## config.mk

```make
export PLATFORM = sky130hd
export DESIGN_NAME = lut_bank_pipe
export DESIGN_NICKNAME = d
export VERILOG_FILES = /design/src/rtl/lut_bank_pipe.sv
export SDC_FILE = /design/constraint.sdc
export NUM_CORES = 1
export LEC_CHECK = 0
export ABC_AREA = 1
export ABC_CLOCK_PERIOD_IN_PS = 3940
export CAP_MARGIN = 20
export CORE_MARGIN = 1
export CORE_UTILIZATION = 45
export DETAILED_ROUTE_END_ITERATION = 7
export SYNTH_ARGS = -nofsm -noshare
export SYNTH_HDL_FRONTEND = slang
export SYNTH_SLANG_ARGS = --single-unit
```

## constraint.sdc

```tcl
create_clock -name clk -period 3.94 [get_ports clk]
set_input_delay 0.394 -clock clk [delete_from_list [all_inputs] [get_ports clk]]
set_output_delay 0.394 -clock clk [all_outputs]
set_load 0.01 [all_outputs]
```

## src/rtl/lut_bank_pipe.sv

```systemverilog
// CH independent K-input lookup tables fed from a double-buffered, serially
// loaded configuration store, evaluated through a two-stage valid/ready pipeline.
module lut_bank_pipe #(
    parameter int K  = 4,
    parameter int CH = 4
) (
    input  logic            clk,
    input  logic            rst,
    input  logic            cfg_start,
    input  logic            cfg_valid,
    input  logic            cfg_bit,
    output logic            cfg_ready,
    output logic            cfg_done,
    input  logic            in_valid,
    output logic            in_ready,
    input  logic [CH*K-1:0] in_sel,
    output logic            out_valid,
    input  logic            out_ready,
    output logic [CH-1:0]   out
);
    localparam int TBL = 1 << K;
    localparam int N   = CH * TBL;
    localparam int CW  = $clog2(N + 1);
    localparam logic [CW-1:0] LAST = CW'(N - 1);

    typedef enum logic {
        IDLE,
        LOAD
    } state_t;

    state_t        state_q, state_d;
    logic [CW-1:0] cnt_q, cnt_d;
    logic [N-1:0]  shadow_q, shadow_d;
    logic [N-1:0]  active_q, active_d;
    logic          done_q, done_d;

    logic            s1_valid_q, s1_valid_d;
    logic [CH*K-1:0] s1_sel_q, s1_sel_d;
    logic            out_valid_q, out_valid_d;
    logic [CH-1:0]   out_q, out_d;
    logic [CH-1:0]   lut_val;
    logic            s1_adv, s2_adv;

    always_comb begin
        state_d   = state_q;
        cnt_d     = cnt_q;
        shadow_d  = shadow_q;
        active_d  = active_q;
        done_d    = 1'b0;
        cfg_ready = 1'b0;
        unique case (state_q)
            IDLE: begin
                if (cfg_start) begin
                    state_d = LOAD;
                    cnt_d   = '0;
                end
            end
            LOAD: begin
                cfg_ready = 1'b1;
                // A restart wins over a bit presented in the same cycle.
                if (cfg_start) begin
                    cnt_d = '0;
                end else if (cfg_valid) begin
                    shadow_d = {shadow_q[N-2:0], cfg_bit};
                    cnt_d    = cnt_q + CW'(1);
                    if (cnt_q == LAST) begin
                        active_d = shadow_d;
                        done_d   = 1'b1;
                        state_d  = IDLE;
                    end
                end
            end
            default: state_d = IDLE;
        endcase
    end

    always_ff @(posedge clk) begin
        if (rst) begin
            state_q  <= IDLE;
            cnt_q    <= '0;
            shadow_q <= '0;
            active_q <= '0;
            done_q   <= 1'b0;
        end else begin
            state_q  <= state_d;
            cnt_q    <= cnt_d;
            shadow_q <= shadow_d;
            active_q <= active_d;
            done_q   <= done_d;
        end
    end

    assign s2_adv   = !out_valid_q || out_ready;
    assign s1_adv   = !s1_valid_q || s2_adv;
    assign in_ready = s1_adv;

    always_comb begin
        logic [TBL-1:0] tbl;
        logic [K-1:0]   sel;
        tbl     = '0;
        sel     = '0;
        lut_val = '0;
        for (int unsigned c = 0; c < CH; c++) begin
            tbl        = active_q[c*TBL +: TBL];
            sel        = s1_sel_q[c*K +: K];
            lut_val[c] = tbl[sel];
        end
    end

    always_comb begin
        s1_valid_d  = s1_valid_q;
        s1_sel_d    = s1_sel_q;
        out_valid_d = out_valid_q;
        out_d       = out_q;
        if (s2_adv) begin
            out_valid_d = s1_valid_q;
            if (s1_valid_q) out_d = lut_val;
        end
        if (s1_adv) begin
            s1_valid_d = in_valid;
            if (in_valid) s1_sel_d = in_sel;
        end
    end

    always_ff @(posedge clk) begin
        if (rst) begin
            s1_valid_q  <= 1'b0;
            s1_sel_q    <= '0;
            out_valid_q <= 1'b0;
            out_q       <= '0;
        end else begin
            s1_valid_q  <= s1_valid_d;
            s1_sel_q    <= s1_sel_d;
            out_valid_q <= out_valid_d;
            out_q       <= out_d;
        end
    end

    assign cfg_done  = done_q;
    assign out_valid = out_valid_q;
    assign out       = out_q;
endmodule

```

Word-level counts from Yosys, hierarchy flattened --
Index checks and enable logic that the tools add are counted. W data, S select, Z words.
Storage, ports and cells: flip-flop bits (word level) 158, bits in latches 0, bits in writable memories 0, memory bits (read-only) 0, input bits 23, output and inout bits 8, word-level logic and storage cells 49, memories kept 0
Cells by class: add/sub/neg operators 1, multipliers 0, div/mod/pow operators 0, magnitude comparators 4, equality and inequality tests 3, shifts and indexed selects 0, multiplexer cells 19, bitwise operators 3, reductions and logical operators 10
Operator list (number):
- $mux W7 | 3
- $lt A4 B5 Y1 const B | 4
- $bmux W1 S4 | 4
- $pmux W7 S2 | 1
- $mux W1 | 10
- $add A7 B1 Y7 const B | 1
- $eq A7 B6 Y1 const B | 1
- $reduce_and A2 Y1 | 3
- $reduce_and A4 Y1 | 1
- $reduce_or A4 Y1 | 1
- $ne A3 B3 Y1 const B | 1
- $not A1 Y1 | 3
- $reduce_and A3 Y1 | 1
- $logic_not A1 Y1 | 2
- $logic_or A1 B1 Y1 | 2
- $ne A2 B2 Y1 const B | 1
- $pmux W1 S2 | 1

Longest topological paths before layout --
word-level depth 5, mapped depth 9, gate-level depth less buffers 8

Worst setup path after synthesis --
Ideal clock, no wire load.
path type register to register, start register state_q, end register active_q[10], library setup time 0.123 ns, arrival 1.319 ns, required time 3.817 ns, path slack 2.498 ns, stages on the path, launching flop included 10, path buffers 2, period minus slack after synthesis 1.442 ns, cells stage by stage dfxtp_1 -> nand2_2 -> nor2_4 -> inv_2 -> nor2_4 -> nand2_1 -> nand2_2 -> buf_12 -> buf_12 -> o22ai_2
Between the ends: cells in the longest elaborated chain, start to end 1
Ends and longest elaborated chain:
- from (decl) | RTL line 31 | state_t state_q, state_d;
- from (signal assigned) | RTL line 85 | state_q <= state_d;
- $reduce_and A4 Y1 (no line)
- to (signal assigned) | RTL line 88 | active_q <= active_d;
- to (decl) | RTL line 34 | logic [N-1:0] active_q, active_d;
Every way passes these cells. A chain may end at the register's enable or synchronous reset.

==> results.tsv <==
stage	metric	value	unit
outcome	status	finished clean	
critical_path	path_depth	7	
synthesis	syn-num-nets	818	
global_route	track_usage	19.5	%
clock_tree	cts_hold_buf	0	
global_route	grt_max_degree	97	
clock_tree	cts_tree	done	
critical_path	critical_path.startpoint_type	primary input	
finish	final_cells	998	
synthesis	synth.area.top_cells	dfxtp_1, inv_1, nand2_1	
critical_path	crit_family	buffers and inverters	
floorplan	die_x	121	microns
synthesis	synthArstFlopShare	0	%
sta	tns	0	ns
worst_hold_path	hp-class	reg -> reg	
clock_tree	clock-sinks	158	
critical_path	cp_cell_sequence	clkdlybuf4s50_1 -> buf_4 -> clkinv_1 -> nand3_4 -> clkinv_2 -> nand2_1 -> o21ai_2	
synthesis	yosysTopAreaCellShare	49.8	%
clock_tree	root_buffer	clkbuf_16	
pwr	totalPowerFinal	3.34	mW
critical_path	worstPathMaxFanout	34	
global_route	grt_pass1_wl	22500	microns
critical_path	crit_path_top_delay_cell	clkinv_2	
global_route	antenna_found_initial	0	
drt	viasPerCell	4.94	
synthesis	synthCells	794	
place	place_congestion	0.809	
synthesis	synth_edf_count	0	
flow_run	drv_cap	0	
synthesis	synth_area	0.00635	sq mm
floorplan	rows	43	
pwr	leakagePower	2.82	nW
synthesis	synth_common_cells	dfxtp_1, inv_1, nand2_1	
synthesis	ys_seq_area_share	49.8	%
pwr	ir_drop	0.313	mV
sta	max_slew.worst_pin.slew	0.866	ns
finish	fin_nets	832	
floorplan	ioPinCount	31	
synthesis	synth_warnings	0	
critical_path	required	4.24	ns
sta	setup_viol	0	
drt	dr.pass1.iters	4	
floorplan	coreArea	0.0138	sq mm
sta	rsz0062_at_grt	no	
clock_tree	clk_path_buf_depth	2	
sta	hold_viol	0	
place	io_buffers	30	
critical_path	arrival	2.60	ns
global_route	grt_pass1_vias	4797	
sta	skew	0.00596	ns
pwr	p_per_area	465	mW/mm^2
synthesis	yosysMostFrequentCell	dfxtp_1	
sta	fin_crit	2.30	ns
sta	fmaxAchievable	435	MHz
drt	wirelength	13100	microns
clock_tree	clk_pin_slew	0.06	ns
floorplan	die_area	0.0146	sq mm
drt	drt_iter0_drc	363	
clock_tree	post-cts-setup-buffers	0	
drt	ant_nets	0	
floorplan	start_util	46.0	%
critical_path	end_kind	flop	
synthesis	avgSynthCellArea	8.00	sq um
synthesis	synth-seq-cells	158	
finish	area_growth	13.1	%
place	dp_cells	968	
synthesis	ys.flop_type	dfxtp_1	
clock_tree	cts_resized	0	
synthesis	ys_types	29	
floorplan	dieHeight	121	microns
drt	wl_per_cell	13.1	microns
synthesis	synth_area_leader_cell	dfxtp_1	
global_route	grt_overflow	0	
sta	slew_viol_final	0	
drt	vias	4932	
sta	slew_headroom	42.3	%
critical_path	worst_path_largest_cell_delay	0.59	ns
worst_hold_path	hold_path_depth	2	
critical_path	reg2reg_depth	7	
critical_path	path_buf_inv	4	
drt	drcViolationCount	0	
clock_tree	clock_latency	0.42	ns
finish	antennaDiodeCount	0	
sta	finalCritPeriodShare	58.3	%
clock_tree	ctsHtreeMaxLevel	4	
critical_path	criticalPathCategory	in -> reg	
finish	layout-drive-gt1-share	10.6	%
clock_tree	cts_buffers	17	
place	dp_hpwl	8000	microns
-- cell families (layout without fill, tap and decap cells) --
family	after synthesis	in the layout	share of synthesized area, %
AOI/OAI and AO/OA	201	201	20.6
adders and majority gates	1	1	0.197
buffers and inverters	167	191	11.8
and+or+nand+nor	267	267	17.7
DFF	158	158	49.8
-- flip-flops by register name, indices dropped and copies added, names as in the netlist --
register    cells
active_q       64
shadow_q       63
s1_sel_q       16
cnt_q           7
out             4
cfg_done        1
out_valid       1
s1_valid_q      1
state_q         1
-- per-layer routing --
| layer | share of wire, % | global-route usage (%) |
|---|---|---|
| met1 | 48 | 24.2 |
| met2 | 48 | 32.5 |
| met3 | 3.4 | 4.86 |
| met4 | 1.1 | 7.41 |
| met5 | 0 | 0 |
-- placed cells by master (no fill, tap or decap) --
cell type / synthesis / layout
a211oi_1: 1 / 1
a21oi_1: 53 / 53
a22oi_1: 1 / 1
buf_12: 5 / 1
buf_4: 3 / 5
buf_8: 1 / 1
clkbuf_1: 17 / 7
clkbuf_16: 0 / 17
clkbuf_8: 0 / 4
clkdlybuf4s50_1: 0 / 30
clkinv_1: 5 / 5
clkinv_2: 1 / 2
dfxtp_1: 158 / 158
ha_1: 1 / 1
inv_1: 118 / 118
inv_2: 1 / 1
nand2_1: 115 / 115
nand2_2: 2 / 2
nand3_1: 64 / 64
nand3_4: 1 / 1
nand4_1: 2 / 2
nor2_1: 79 / 79
nor2_2: 1 / 1
nor2_4: 2 / 2
o21ai_0: 86 / 86
o21ai_1: 9 / 9
o21ai_2: 20 / 20
o22ai_1: 2 / 2
o22ai_2: 29 / 29
or2_2: 1 / 1
-- tightest hold or removal path, delay by kind of cell (launching register included) --
kind            cells  cell delay, ns
flops               1            0.29
buf+inv             1            0.07
compound gates      1            0.06
-- final cells by class --
class	count	area [sq um]
tap	180	225
inverter	125	470
timing repair buffer	37	373
fill	1317	6640
clock inverter	1	5.00
clock buffer	28	507
sequential	158	3160
multi-input combinational	469	2440
-- where the power goes --
part / switching [mW] / internal [mW]
clock network: 0.580 / 0.861
registers: 0.0370 / 1.64
logic: 0.135 / 0.0857
total: 0.751 / 2.59
-- worst paths after layout --
path,from,end,slack [ns]
max,rst,active_q[42],1.64
min reg2reg,active_q[43],active_q[43],0.47
min,active_q[43],active_q[43],0.47
max reg2reg,cnt_q[0],active_q[45],1.67
-- metrics by stage --
step | setup WS (ns) | cell area [sq um] | util, % | hold slack [ns]
global route | 1.44 | 7190 | 52.0 | 0.485
detailed placement | 1.17 | 6660 | 48.2 | 0.461
global placement | 1.22 | 6660 | 48.2 | 0.454
CTS | 1.61 | 7170 | 51.9 | 0.469
floorplan | 2.50 | 6350 | - | 0.430
finish | 1.64 | 7190 | 52.0 | 0.470
(Power assumes the default switching activity.)
